==> src/rtl/sfi_pkg.sv <==
`default_nettype none
// ============================================================================
// sfi_pkg : shared FSM encoding and default constants for sfi_resp_guard
// Revision : 1.0
// ============================================================================
package sfi_pkg;

    typedef enum logic [2:0] {
        ST_IDLE     = 3'd0,
        ST_CHECK    = 3'd1,
        ST_MEM_REQ  = 3'd2,
        ST_MEM_WAIT = 3'd3,
        ST_RSP      = 3'd4
    } sfi_state_e;

    localparam logic [7:0] C_SBX_TAG_DEF  = 8'hA2;
    localparam logic [7:0] C_SBX_MASK_DEF = 8'hFF;
    localparam int         C_FCNT_W       = 16;

    function automatic logic [C_FCNT_W-1:0] sat_inc(input logic [C_FCNT_W-1:0] v);
        return (&v) ? v : v + {{(C_FCNT_W-1){1'b0}}, 1'b1};
    endfunction

endpackage
`default_nettype wire

==> src/rtl/sfi_region_check.sv <==
`default_nettype none
// ============================================================================
// sfi_region_check : masked compare of the address region byte against the
//                    sandbox tag; legal=1 when the request stays in-sandbox
// Revision : 1.0
// ============================================================================
module sfi_region_check
    import sfi_pkg::*;
#(
    parameter logic [7:0] SBX_TAG  = C_SBX_TAG_DEF,
    parameter logic [7:0] SBX_MASK = C_SBX_MASK_DEF
) (
    input  logic [7:0] addr_hi,
    output logic       legal
);

    assign legal = ((addr_hi & SBX_MASK) == (SBX_TAG & SBX_MASK));

endmodule
`default_nettype wire

==> src/rtl/sfi_resp_guard.sv <==
`default_nettype none
// ============================================================================
// sfi_resp_guard : sandbox fault-isolation guard between an initiator and
//                  memory. Optional fault counter: SFI_GUARD_FAULT_CNT_EN
// Revision : 1.0
// ============================================================================
module sfi_resp_guard
    import sfi_pkg::*;
#(
    parameter logic [7:0] SBX_TAG  = C_SBX_TAG_DEF,
    parameter logic [7:0] SBX_MASK = C_SBX_MASK_DEF
) (
    input  logic                clk,
    input  logic                rst_n,
    input  logic                req_valid,
    output logic                req_ready,
    input  logic [31:0]         req_addr,
    input  logic                req_we,
    input  logic [31:0]         req_wdata,
    output logic                mem_valid,
    input  logic                mem_ready,
    output logic [31:0]         mem_addr,
    output logic                mem_we,
    output logic [31:0]         mem_wdata,
    input  logic                mem_rvalid,
    input  logic [31:0]         mem_rdata,
    output logic                rsp_valid,
    input  logic                rsp_ready,
    output logic [31:0]         rsp_data,
    output logic                rsp_fault,
    output logic                fault_sticky,
    output logic [31:0]         fault_addr,
`ifdef SFI_GUARD_FAULT_CNT_EN
    output logic [C_FCNT_W-1:0] fault_cnt,
`endif
    input  logic                clr_fault
);

    sfi_state_e  state_q, state_d;
    logic        req_ready_q;
    logic [31:0] addr_q;
    logic        we_q;
    logic [31:0] wdata_q;
    logic        mem_valid_q, mem_valid_d;
    logic        rsp_valid_q, rsp_valid_d;
    logic [31:0] rsp_data_q, rsp_data_d;
    logic        rsp_fault_q, rsp_fault_d;
    logic        fault_sticky_q;
    logic [31:0] fault_addr_q;
    logic        w_legal;
    logic        w_accept;
    logic        w_fault_evt;

    sfi_region_check #(
        .SBX_TAG  (SBX_TAG),
        .SBX_MASK (SBX_MASK)
    ) u_region_check (
        .addr_hi (addr_q[31:24]),
        .legal   (w_legal)
    );

    // Valid strobes are registered, so the first cycle in MEM_REQ/RSP only
    // raises the strobe; this gives the fixed two-edge accept-to-valid latency.
    always_comb begin
        state_d     = state_q;
        mem_valid_d = mem_valid_q;
        rsp_valid_d = rsp_valid_q;
        rsp_data_d  = rsp_data_q;
        rsp_fault_d = rsp_fault_q;
        w_accept    = 1'b0;
        w_fault_evt = 1'b0;
        case (state_q)
            ST_IDLE: begin
                if (req_valid && req_ready_q) begin
                    w_accept = 1'b1;
                    state_d  = ST_CHECK;
                end
            end
            ST_CHECK: begin
                if (w_legal) begin
                    state_d = ST_MEM_REQ;
                end else begin
                    w_fault_evt = 1'b1;
                    rsp_data_d  = 32'h0;
                    rsp_fault_d = 1'b1;
                    state_d     = ST_RSP;
                end
            end
            ST_MEM_REQ: begin
                if (!mem_valid_q) begin
                    mem_valid_d = 1'b1;
                end else if (mem_ready) begin
                    mem_valid_d = 1'b0;
                    state_d     = ST_MEM_WAIT;
                end
            end
            ST_MEM_WAIT: begin
                if (mem_rvalid) begin
                    rsp_data_d  = we_q ? 32'h0 : mem_rdata;
                    rsp_fault_d = 1'b0;
                    state_d     = ST_RSP;
                end
            end
            ST_RSP: begin
                if (!rsp_valid_q) begin
                    rsp_valid_d = 1'b1;
                end else if (rsp_ready) begin
                    rsp_valid_d = 1'b0;
                    state_d     = ST_IDLE;
                end
            end
            default: state_d = ST_IDLE;
        endcase
    end

    always_ff @(posedge clk or negedge rst_n) begin
        if (!rst_n) begin
            state_q     <= ST_IDLE;
            req_ready_q <= 1'b0;
            addr_q      <= 32'h0;
            we_q        <= 1'b0;
            wdata_q     <= 32'h0;
            mem_valid_q <= 1'b0;
            rsp_valid_q <= 1'b0;
            rsp_data_q  <= 32'h0;
            rsp_fault_q <= 1'b0;
        end else begin
            state_q     <= state_d;
            req_ready_q <= (state_d == ST_IDLE);
            mem_valid_q <= mem_valid_d;
            rsp_valid_q <= rsp_valid_d;
            rsp_data_q  <= rsp_data_d;
            rsp_fault_q <= rsp_fault_d;
            if (w_accept) begin
                addr_q  <= req_addr;
                we_q    <= req_we;
                wdata_q <= req_wdata;
            end
        end
    end

    // A fault recorded on the same edge as a clear takes precedence.
    always_ff @(posedge clk or negedge rst_n) begin
        if (!rst_n) begin
            fault_sticky_q <= 1'b0;
            fault_addr_q   <= 32'h0;
        end else begin
            if (w_fault_evt) begin
                fault_sticky_q <= 1'b1;
            end else if (clr_fault) begin
                fault_sticky_q <= 1'b0;
            end
            if (w_fault_evt && (clr_fault || !fault_sticky_q)) begin
                fault_addr_q <= addr_q;
            end else if (clr_fault && !w_fault_evt) begin
                fault_addr_q <= 32'h0;
            end
        end
    end

`ifdef SFI_GUARD_FAULT_CNT_EN
    logic [C_FCNT_W-1:0] fault_cnt_q;

    always_ff @(posedge clk or negedge rst_n) begin
        if (!rst_n) begin
            fault_cnt_q <= '0;
        end else if (w_fault_evt) begin
            fault_cnt_q <= clr_fault ? {{(C_FCNT_W-1){1'b0}}, 1'b1} : sat_inc(fault_cnt_q);
        end else if (clr_fault) begin
            fault_cnt_q <= '0;
        end
    end

    assign fault_cnt = fault_cnt_q;
`endif

    assign req_ready    = req_ready_q;
    assign mem_valid    = mem_valid_q;
    assign mem_addr     = mem_valid_q ? addr_q  : 32'h0;
    assign mem_we       = mem_valid_q & we_q;
    assign mem_wdata    = mem_valid_q ? wdata_q : 32'h0;
    assign rsp_valid    = rsp_valid_q;
    assign rsp_data     = rsp_valid_q ? rsp_data_q : 32'h0;
    assign rsp_fault    = rsp_valid_q & rsp_fault_q;
    assign fault_sticky = fault_sticky_q;
    assign fault_addr   = fault_addr_q;

endmodule
`default_nettype wire

==> config.mk <==
export PLATFORM = sky130hd
export DESIGN_NAME = sfi_resp_guard
export DESIGN_NICKNAME = d
export VERILOG_FILES = /design/src/rtl/sfi_pkg.sv /design/src/rtl/sfi_region_check.sv /design/src/rtl/sfi_resp_guard.sv
export SDC_FILE = /design/constraint.sdc
export NUM_CORES = 1
export LEC_CHECK = 0
export BUFFER_PORTS_ARGS = -buffer_cell sky130_fd_sc_hd__buf_4
export CAP_MARGIN = 15
export CORE_UTILIZATION = 36
export DETAILED_ROUTE_END_ITERATION = 10
export GPL_TIMING_DRIVEN = 0
export PLACE_DENSITY = 0.61
export SYNTH_ARGS = -nofsm -noshare
export SYNTH_HDL_FRONTEND = slang
export SYNTH_HIERARCHICAL = 1
export SYNTH_SLANG_ARGS = --single-unit
export TNS_END_PERCENT = 1
==> constraint.sdc <==
create_clock -name clk -period 3.3 [get_ports clk]
set_input_delay 0.33 -clock clk [delete_from_list [all_inputs] [get_ports clk]]
set_output_delay 0.33 -clock clk [all_outputs]
set_load 0.01 [all_outputs]
# Yosys cells after proc, flatten, opt, wreduce, memory -nomap -nowiden
# Cells that the tools add are included.
# totals
out_inout_bits	134
in_bits	104
reg_bits	137
# op_classes
mux	30
n_eq_ne	7
bitwise_logic	2
reduce_logical	12
# op_table
operator	n
$mux 32	8
$pmux 32 s2	1
$mux 3	7
$pmux 3 s5	1
$mux 1	12
$eq 8x8->1 const B	1
$eq 3x2->1 const B	2
$logic_not 3->1	2
$reduce_bool 2->1	3
$ne 2x2->1 const B	2
$eq 3x1->1 const B	1
$eq 3x3->1 const B	1
$logic_and 1x1->1	3
$reduce_and 3->1	1
$and 1x1->1	2
$logic_not 1->1	2
$pmux 1 s2	1
$logic_or 1x1->1	1

# Longest topological paths before layout
# Gate-level depths: netlist of run 1.
# depth
ltp_word	7
ltp_mapped	6
mapped_depth_nobuf	5

# Hierarchy
# The synthesis of run 1 kept the hierarchy.
# modules_own_cells
module	seq_area_each_um2	area_each_um2	cells_each	n_inst
sfi_resp_guard	3428.3	6249.7	488	1
sfi_region_check	0.0	23.8	3	1

# Least setup slack after synthesis of run 1
# OpenSTA, ideal clock, no wires.
# synth_path
path_kind	reg2reg
startpoint	reg addr_q[24]
endpoint	reg rsp_data_q[10]
setup_slack_ps	1460
path_stages_with_launch	7
synth_period_minus_slack_ps	1840
t_arrival_ps	1761
n_path_buf	1
setup_ps	79
path_cell_list	dfrtp_1 nor4bb_1 and4b_1 inv_1 o211ai_1 buf_2 mux2i_1
# synth_via
elab_chain_len	3
# synth_rtl
element	line	source
start: declaration	sfi_resp_guard.sv:41	logic [31:0] addr_q;
start signal: assignment	sfi_resp_guard.sv:135	addr_q <= req_addr;
$eq 8x8->1	sfi_region_check.sv:17	assign legal = ((addr_hi & SBX_MASK) == (SBX_TAG & SBX_MASK));
via w_legal	sfi_resp_guard.sv:50	logic w_legal;
$ne 2x2->1 (no source line)	-	
$reduce_and 3->1 (no source line)	-	
end signal: assignment	sfi_resp_guard.sv:132	rsp_data_q <= rsp_data_d;
end: declaration	sfi_resp_guard.sv:46	logic [31:0] rsp_data_q, rsp_data_d;
# The timed path passes the listed nets, and every way through them passes these cells.
# A chain may end at the register's enable or synchronous reset.

# Worst setup path after layout of run 1
# layout_path
startpoint	reg addr_q[24]
endpoint	reg rsp_data_q[25]
# The elaborated chain is that of the path after synthesis.

==> results.toml, run 1 <==
[cells_and_area]
final_area_um2 = 8972
nets = 853
area_delta_synth_final_pct = 43.02
layout-drive-gt1-share_pct = 51.12
fin_cells = 981
diodes = 0
final_util_pct = 53.35

[timing]
timing.final.crit_share_pct = 70.65
relSlewSlack_pct = 63.43
tightest_slew_ns = 0.5461
hold_viol = 0
finalSetupViolCount = 0
period_needed_ns = 2.332
fmax_mhz = 428.9
drv_slew = 0
worst_clock_skew_ns = 0.007926
rsz0062_at_grt = "no"
setup_tns_ns = 0

[place]
place_area_um2 = 8359
place_inst = 949
gp_congestion = 0.7988
hpwl_mm = 11.60
io_buffers = 237

[synth]
synth_warnings = 6
yosysUniqueCellTypes = 33
synthFlopType = "dfrtp_1"
synth_fp_nets = 595
syn_area_um2 = 6274
synth-edff-count = 0
ys_ff_latch = 137
syn-instance-count = 491
synth-async-reset-ratio_pct = 100.0
syn_avg_cell_area_um2 = 12.78
seq_area_frac_synth_pct = 54.65

[worst_setup_path]
cp_slowest_cell = "o211ai_1"
worst_setup_path_start_kind = "flop"
crit_type = "reg -> reg"
cp_max_fo = 10
cp-startpoint = "addr_q[24]$_DFFE_PN0P_"
reg2reg_from = "addr_q[24]$_DFFE_PN0P_"
critical_path_required_ns = 3.62
crit_chain = "nor4bb_1, and4b_1, inv_1, o211ai_1, buf_2, mux2i_1"
cp-end-kind = "flop"
crit_buf_inv = 2
cp.arrival_ns = 2.66
crit_family = "simple AND/OR/NAND/NOR gates"
cpPeakStageDelay_ns = 0.46

[floorplanning]
core-area_um2 = 16820
die-height_um = 134.0
chipWidth_um = 134.0
io_pins = 238
fp-row-count = 47
start_util_pct = 37.30
die_area_um2 = 17960

[power_and_ir_drop]
p_seq_share_pct = 37.0
fin_total_pwr_w = 0.007171
p_int_w = 0.004997
leakage_nw = 4.557
p_switching_w = 0.002174
p_per_area_nw_per_um2 = 799.2
irDropWorstVdd_mv = 0.3642
pwr-share-comb_pct = 36.0
power_switching_share_pct = 30.32
p_clk_share_pct = 27.0

[cts]
postCtsSetupRepairBufs = 0
cts_tree = "built"
clkSlewWorstSetupHoldPaths_ns = 0.06
hold_buffers = 1
post_cts_resize_count = 0
cts_buffer_depth = 2
clkLatencyLatePin_ns = 0.41
cts_made_buffers = 17
cts_num_sinks = 137
h-tree-depth = 4
root_buffer = "clkbuf_16"

[grt]
grt_pass1_wl_mm = 24.93
grt_max_degree = 91
grt-ovfl-total = 0
antenna_found_initial = 0
grt_usage_pct = 18.00
grt_pass1_vias = 4907

[flow_run]
drv_cap = 0

[routing]
antenna_left = 0
drt_iter0_drc = 116
vias_per_cell = 4.646
dr.pass1.iters = 4
drc = 0
vias = 4558
wirelength_mm = 15.75
routedWlPerCell_um = 16.06

[hold_path]
hold_start = "mem_rdata[1]"
min_path_type = "in -> reg"

[status]
status = "finished, final reports clean"
==> layer usage <==
layer  up-vias  wire length (um)  part of all wire, %  global-route usage (%)
met5         -                 0                    0                       0
met1      2237              6606                   42                   21.64
met2       151              7749                   49                   29.82
met3        20               993                  6.3                   5.291
met4         0               403                  2.6                   8.115
li1       2150                 -                    -                       -
==> cell type report <==
| class | count | area [um2] |
|---|---|---|
| inverter | 15 | 56.30 |
| fill | 1485 | 7846 |
| tap | 220 | 275.3 |
| buffer | 32 | 176.4 |
| clock buffer | 19 | 452.9 |
| multi-input combinational | 307 | 2613 |
| sequential | 137 | 3428 |
| clock inverter | 12 | 150.1 |
| timing repair buffer | 239 | 1821 |
==> state kept, by name (all words and copies together), names as in the netlist, 3 cells and up <==
| register | count |
|---|---|
| addr_q | 32 |
| fault_addr | 32 |
| rsp_data_q | 32 |
| state_q | 3 |
| wdata_q | 32 |
==> cells in the final DEF (no fill, tap or decap), types with 4 or more instances in the layout <==
| master | count |
|---|---|
| clkbuf_16 | 17 |
| nand2_1 | 18 |
| clkinv_2 | 4 |
| mux2_4 | 30 |
| buf_6 | 4 |
| dfrtp_1 | 137 |
| inv_1 | 15 |
| mux2i_1 | 13 |
| nor2b_1 | 33 |
| clkbuf_1 | 14 |
| a22o_1 | 19 |
| and2_1 | 99 |
| mux2_2 | 67 |
| buf_2 | 9 |
| buf_4 | 242 |
==> power groups by stage <==
stage	Combinational [W]	Clock [W]	Sequential (W)
floorplan	0.00153	0	0.00264
global placement	0.00256	0	0.00265
detailed placement	0.00263	0	0.00269
CTS	0.00263	0.00198	0.00267
global route	0.00280	0.00206	0.00275
finish	0.00258	0.00193	0.00265
==> synthesized netlist by cell type, types with 6 or more instances <==
| cell type | count | share of area [%] |
|---|---|---|
| dfrtp_1 | 137 | 55 |
| a22o_1 | 19 | 2.7 |
| mux2_2 | 67 | 12 |
| clkbuf_1 | 14 | 0.84 |
| mux2i_1 | 13 | 2.1 |
| nand2_1 | 18 | 1.1 |
| mux2_4 | 30 | 7.2 |
| inv_1 | 15 | 0.90 |
| buf_4 | 6 | 0.72 |
| and2_1 | 99 | 9.9 |
| nor2b_1 | 33 | 3.3 |
| buf_2 | 9 | 0.72 |
==> worst reg2reg max path: stages (launching register included) <==
cell      delay (ns)
dfrtp_1         0.41
nor4bb_1        0.29
and4b_1         0.35
inv_1           0.08
o211ai_1        0.46
buf_2           0.40
mux2i_1         0.26
==> kinds of logic after synthesis <==
group	synth area share, %
muxes	21.28
and+or+nand+nor	16.37
buffers and inverters	3.709
AOI/OAI and AO/OA	3.989
DFF	54.65
==> per-stage QoR <==
| stage | setup WS [ns] | hold WS, ns |
|---|---|---|
| floorplan | 1.460 | 0.03441 |
| global placement | 0.9713 | 0.4812 |
| detailed placement | 0.9230 | 0.2982 |
| CTS | 0.9074 | 0.1121 |
| global route | 0.7793 | 0.1107 |
| finish | 0.9685 | 0.1308 |
==> final timing paths <==
kind                                                   end  slack, ns  depth (start not counted)
worst max-delay path            rsp_data_q[25]$_DFFE_PN0P_       0.97                          6
worst min-delay path             rsp_data_q[1]$_DFFE_PN0P_       0.13                          2
worst max register to register  rsp_data_q[25]$_DFFE_PN0P_       0.97                          6
worst min register to register     wdata_q[11]$_DFFE_PN0P_       0.50                          1
max in group asynchronous            mem_valid$_DFFE_PN0P_       2.06                          3
min in group asynchronous       fault_addr[15]$_DFFE_PN0P_       0.42                          2
No activity file was read; power rests on OpenSTA's default activity.
==> run 2, diff against run 1 <==
--- a/config.mk
+++ b/config.mk
@@ -10,7 +10,7 @@
 export CORE_UTILIZATION = 36
 export DETAILED_ROUTE_END_ITERATION = 10
 export GPL_TIMING_DRIVEN = 0
-export PLACE_DENSITY = 0.61
+export PLACE_DENSITY = 0.63
 export SYNTH_ARGS = -nofsm -noshare
 export SYNTH_HDL_FRONTEND = slang
 export SYNTH_HIERARCHICAL = 1
==> constraint.sdc (replaced) <==
create_clock -name clk -period 1.9 [get_ports clk]
set_input_delay 0.19 -clock clk [delete_from_list [all_inputs] [get_ports clk]]
set_output_delay 0.19 -clock clk [all_outputs]
set_load 0.01 [all_outputs]
==> run 2 against run 1 <==
  * The run now ends with setup timing left
  * Design area increased by 10%
  * Count of clock-buffer cells in the layout down 1
  * Clock power increased by 76%
  * Non-clock buffer count up 84
  * Critical endpoint is now fault_addr[2]$_DFFE_PN0P_
  * Largest cell class unchanged
  * Highest routed layer unchanged
==> results.toml, run 2 (synthesis results as in run 1) <==
[power_and_ir_drop]
p_per_area_nw_per_um2 = 1304
irDropWorstVdd_mv = 0.7706
leakage_nw = 4.943
p_clk_share_pct = 26.2
p_int_w = 0.008909
pwr-share-comb_pct = 37.9
fin_total_pwr_w = 0.01291
p_switching_w = 0.003997
power_switching_share_pct = 30.97
p_seq_share_pct = 35.9

[status]
status = "finished with violations"
violations = "setup timing"

[routing]
routedWlPerCell_um = 16.12
vias_per_cell = 4.691
dr.pass1.iters = 4
vias = 5001
wirelength_mm = 17.19
drt_iter0_drc = 106
drc = 0
antenna_left = 0

[hold_path]
min_path_type = "in -> reg"

[timing]
finalSetupViolCount = 30
relSlewSlack_pct = 65.60
setup_tns_ns = -1.048
drv_slew = 0
hold_viol = 0
worst_clock_skew_ns = 0.006799
period_needed_ns = 1.944
hold_ws_ns = 0.02375
timing.final.crit_share_pct = 102.3
rsz0062_at_grt = "yes"
tightest_slew_ns = 0.5159
finalWorstSetupSlack_ns = -0.04397
fmax_mhz = 514.4

[worst_setup_path]
cp.arrival_ns = 2.24
crit_type = "reg -> reg"
reg2reg_depth = 6
cp-end-kind = "flop"
worst-r2r-setup-slack_ns = -0.04
cp_slowest_cell = "dfrtp_1"
crit_path_end = "fault_addr[2]$_DFFE_PN0P_"
cp-startpoint = "addr_q[25]$_DFFE_PN0P_"
crit_chain = "nor4bb_2, and4b_2, nor4b_4, o21ai_4, buf_8, mux2_4"
cpPeakStageDelay_ns = 0.41
worst_setup_path_start_kind = "flop"
reg2reg_from = "addr_q[25]$_DFFE_PN0P_"
critical_path_required_ns = 2.20
cp_max_fo = 10
reg2reg_to = "fault_addr[2]$_DFFE_PN0P_"

[floorplanning]
die_area_um2 = 17960
start_util_pct = 37.30
die-height_um = 134.0
fp-row-count = 47
io_pins = 238
chipWidth_um = 134.0
core-area_um2 = 16820

[place]
hpwl_mm = 11.82
place_inst = 949
io_buffers = 237
gp_congestion = 0.7710

[grt]
antenna_found_initial = 0
grt_pass1_vias = 5379
grt_pass1_wl_mm = 27.21
grt_max_degree = 86
grt-ovfl-total = 0
grt_usage_pct = 19.60

[cts]
cts_made_buffers = 17
clkSlewWorstSetupHoldPaths_ns = 0.06
cts_buffer_depth = 2
clkLatencyLatePin_ns = 0.41
cts_tree = "built"
root_buffer = "clkbuf_16"
cts_num_sinks = 137
h-tree-depth = 4

[cells_and_area]
final_cell_mix = "buf_4, dfrtp_1, and2_1"
final_util_pct = 58.86
mostFrequentLayoutCell = "buf_4"
layout-drive-gt1-share_pct = 47.28
nets = 937
diodes = 0
area_delta_synth_final_pct = 57.80
fin_cells = 1066

[flow_run]
drv_cap = 0
==> run 2: layout make-up <==
cell class,count,area (um2)
Buffer,31,242.7
Clock buffer,18,429.2
Clock inverter,14,173.9
Fill cell,1428,6919
Inverter,15,56.30
Multi-Input combinational cell,307,2636
Sequential cell,137,3430
Tap cell,220,275.3
Timing Repair Buffer,324,2656
==> run 2: timing repair <==
item	4_1_cts	5_1_grt
buffers inserted	2	4
pin swaps	3	2
setup endpoints to repair	88	126
endpoints found under the hold margin	131	0
hold buffers	80	0
gates resized for setup	18	9
==> run 2: through the flow <==
| step | setup WS, ns | area [um2] |
|---|---|---|
| 3_3_place_gp | -0.4144 | 8328 |
| 4_1_cts | -0.04772 | 9832 |
| 2_1_floorplan | 0.05983 | 6274 |
| 6_report | -0.04397 | 9899 |
| 3_5_place_dp | -0.4684 | 8359 |
| 5_1_grt | -0.09445 | 9899 |
==> run 2: power groups by stage <==
stage	Sequential (W)	Clock [W]	Combinational, W
6_report	0.00463	0.00339	0.00489
5_1_grt	0.00478	0.00360	0.00526
3_5_place_dp	0.00467	0	0.00458
2_1_floorplan	0.00459	0	0.00266
3_3_place_gp	0.00460	0	0.00446
4_1_cts	0.00463	0.00348	0.00483
==> run 2: worst min path at each step <==
stage / end / cells past startpoint / start / slack [ns]
5_1_grt: wdata_q[2]$_DFFE_PN0P_ / 2 / req_wdata[2] / 0.004
3_5_place_dp: fault_addr[13]$_DFFE_PN0P_ / 1 / rst_n / 0.18
6_report: addr_q[17]$_DFFE_PN0P_ / 2 / req_addr[17] / 0.02
3_3_place_gp: rsp_data_q[11]$_DFFE_PN0P_ / 2 / mem_rdata[11] / 0.41
4_1_cts: rsp_data_q[4]$_DFFE_PN0P_ / 3 / mem_rdata[4] / 0.0001
2_1_floorplan: addr_q[0]$_DFFE_PN0P_ / 0 / rst_n / -0.11
==> run 2: critical path, delay by kind of cell, from the launching register on <==
family / cells / cell delay (ns)
buffers and inverters: 1 / 0.19
and+or+nand+nor: 3 / 0.77
muxes: 1 / 0.30
AOI/OAI and AO/OA: 1 / 0.17
DFF: 1 / 0.41
==> run 2: routing by layer <==
| layer | vias to the layer above | routed length, um | GRT usage, % | part of all wire (%) |
|---|---|---|---|---|
| met5 | - | 0 | 0 | 0 |
| met4 | 0 | 502 | 9.488 | 2.9 |
| met3 | 34 | 921 | 4.649 | 5.4 |
| met2 | 160 | 8705 | 33.91 | 51 |
| met1 | 2468 | 7059 | 22.79 | 41 |
| li1 | 2339 | - | - | - |
==> run 3, diff against run 2 <==
--- a/config.mk
+++ b/config.mk
@@ -5,12 +5,13 @@
 export SDC_FILE = /design/constraint.sdc
 export NUM_CORES = 1
 export LEC_CHECK = 0
+export ABC_AREA = 1
 export BUFFER_PORTS_ARGS = -buffer_cell sky130_fd_sc_hd__buf_4
 export CAP_MARGIN = 15
-export CORE_UTILIZATION = 36
+export CORE_UTILIZATION = 31
 export DETAILED_ROUTE_END_ITERATION = 10
 export GPL_TIMING_DRIVEN = 0
-export PLACE_DENSITY = 0.63
+export PLACE_DENSITY = 0.56
 export SYNTH_ARGS = -nofsm -noshare
 export SYNTH_HDL_FRONTEND = slang
 export SYNTH_HIERARCHICAL = 1
==> run 3 against run 2 <==
  * The flow now finishes without violations
  * Worst setup slack improved by 0.16 ns
  * Combinational power increased by 4.7%
  * Register-to-register slack improved by 0.29 ns
  * Synthesized area grew 0.18%
  * Critical endpoint is now mem_addr[19]
  * Largest power group unchanged
  * Highest routed layer unchanged
==> results.toml, run 3 <==
[grt]
grt_use_met2_pct = 30.41
grt_pass1_vias = 5643
met1_usage_pct = 21.63
grt_max_degree = 86
grt_pass1_wl_mm = 28.59
antenna_found_initial = 0
grt-ovfl-total = 0
met3_usage_pct = 6.589
busiest_layer = "met2"
grt_usage_pct = 18.00

[power_and_ir_drop]
irDropWorstVdd_mv = 0.6210
p_per_area_nw_per_um2 = 1402
p_seq_share_pct = 35.1
p_int_w = 0.007952
p_switching_w = 0.004968
p_clk_share_pct = 25.2
pwr-share-comb_pct = 39.7
power_switching_share_pct = 38.45
leakage_nw = 5.715

[cts]
cts_made_buffers = 17
clkLatencyLatePin_ns = 0.42
h-tree-depth = 4
clkSlewWorstSetupHoldPaths_ns = 0.07
root_buffer = "clkbuf_16"
cts_num_sinks = 137
cts_buffer_depth = 2
cts_tree = "built"
postCtsSetupRepairBufs = 0

[routing]
drc = 0
wirelength_mm = 18.39
drt_iter0_drc = 265
routedWlPerCell_um = 13.37
antenna_left = 0
vias = 5837
dr.pass1.iters = 4
vias_per_cell = 4.245

[synth]
yosys.area.top_type = "dfrtp_1"
syn_area_um2 = 6285
synth_fp_nets = 925
syn_avg_cell_area_um2 = 7.655
synth_commonest_cells = "nand2_1, inv_1, dfrtp_1, o21ai_0, nand3_1"
synth_top_family_by_area = "simple AND/OR/NAND/NOR gates"
ys_ff_latch = 137
synth-async-reset-ratio_pct = 100.0
yosysUniqueCellTypes = 22
synth_compound_area_share_pct = 6.450
yosys-top-cells-area = "dfrtp_1, nand2_1, inv_1"
synth_xor_area_share_pct = 0
synth_warnings = 6
synthFlopType = "dfrtp_1"
synth-edff-count = 0
seq_area_frac_synth_pct = 54.55
synth.most_common_cell = "nand2_1"
syn-instance-count = 821
synth-simple-area-share_pct = 25.08
synth_fa_ha_area_share_pct = 0
synth_top_area_share_pct = 54.55
muxShareOfSynthArea_pct = 0

[cells_and_area]
area_delta_synth_final_pct = 46.61
diodes = 0
mostFrequentLayoutCell = "nand2_1"
fin_cells = 1375
fill_cells = 2010
layout-drive-gt1-share_pct = 28.29
nets = 1201
final_cell_mix = "nand2_1, buf_4, inv_1"
final_util_pct = 46.88

[timing]
finalSetupViolCount = 0
drv_slew = 0
hold_viol = 0
worst_clock_skew_ns = 0.01075
rsz0062_at_grt = "yes"
tightest_slew_ns = 0.5353
fmax_mhz = 560.5
period_needed_ns = 1.784
hold_ws_ns = 0.01693
relSlewSlack_pct = 64.31
timing.final.crit_share_pct = 93.90
setup_tns_ns = 0

[worst_setup_path]
critical_path_required_ns = 1.71
worst-r2r-setup-slack_ns = 0.25
cp_slowest_cell = "clkbuf_1"
reg2reg_to = "rsp_data_q[14]$_DFFE_PN0P_"
cpPeakStageDelay_ns = 0.44
cp_max_fo = 10
crit_type = "reg -> out"
reg2reg_depth = 7
reg2reg_from = "addr_q[30]$_DFFE_PN0P_"
cp-end-kind = "primary output"
cp.arrival_ns = 1.59
worst_setup_path_start_kind = "flop"
crit_chain = "clkbuf_1, nand2_1, inv_1, buf_4"

[place]
gp_congestion = 0.7434
place_inst = 1324
io_buffers = 237
hpwl_mm = 13.19

[hold_path]
min_path_cells = 3
holdPathEnd = "addr_q[23]$_DFFE_PN0P_"
min_path_type = "in -> reg"
hold_start = "req_addr[23]"

[status]
status = "finished, final reports clean"

[flow_run]
drv_cap = 0

[floorplanning]
fp-row-count = 51
io_pins = 238
die-height_um = 144.4
chipWidth_um = 144.4
start_util_pct = 31.98
core-area_um2 = 19650
die_area_um2 = 20850
==> run 3: routing by layer <==
metal  share of wire (%)  up-vias
met5                   0        -
met4                0.79        0
met3                 9.0       12
met2                  47      187
met1                  43     2651
li1                    -     2987
==> run 3: metrics by stage <==
step,setup WS [ns],instance area [um2],total power (W)
after floorplan,0.5197,6285,0.007110
after global placement,-0.009129,8396,0.009685
after detailed placement,0.04716,8427,0.009738
after CTS,0.03594,9209,0.01314
after global routing,-0.02343,9214,0.01393
final,0.1158,9214,0.01292
==> run 3: final cells by class <==
class / count / area [um2] / area share (%)
inverter: 176 / 660.6 / 7.170
clock buffer: 18 / 439.2 / 4.766
buffer: 44 / 230.2 / 2.499
tap: 265 / 331.6 / 3.599
timing repair buffer: 257 / 2001 / 21.71
multi-input combinational: 464 / 1984 / 21.54
clock inverter: 14 / 138.9 / 1.507
sequential: 137 / 3428 / 37.21
==> run 3: kinds of logic after synthesis <==
kind of cell,count (synthesis)
AND/OR/NAND/NOR,383
AO/OA/AOI/OAI,81
flip-flops,137
buffers and inverters,220
==> run 3: repair_timing <==
action / in CTS / in global routing
endpoints found under the hold margin: 70 / 0
setup endpoints to repair: 70 / 55
resized for setup: 10 / 4
hold buffers: 19 / 0
==> run 3: worst max-delay path by stage <==
stage	startpoint	endpoint	slack (ns)	cells after the start
global route	mem_valid$_DFFE_PN0P_	mem_wdata[18]	-0.02	5
floorplan	addr_q[30]$_DFFE_PN0P_	rsp_data_q[14]$_DFFE_PN0P_	0.52	7
finish	mem_valid$_DFFE_PN0P_	mem_addr[19]	0.12	4
detailed placement	addr_q[31]$_DFFE_PN0P_	rsp_data_q[14]$_DFFE_PN0P_	0.05	8
global placement	rst_n	wdata_q[3]$_DFFE_PN0P_	-0.009	1
CTS	addr_q[31]$_DFFE_PN0P_	rsp_data_q[14]$_DFFE_PN0P_	0.04	8
==> run 3: power groups by stage <==
stage	sequential (W)	clock, W	combinational (W)
after detailed placement	0.00456	0	0.00518
after CTS	0.00453	0.00336	0.00524
after global routing	0.00466	0.00348	0.00579
after global placement	0.00455	0	0.00514
final	0.00454	0.00326	0.00512
after floorplan	0.00451	0	0.00260
==> run 3: worst max-delay path, delay by kind of cell (launching register included) <==
family        cells  cell delay, ns
buf+inv           3            0.63
flops             1            0.40
simple gates      1            0.14
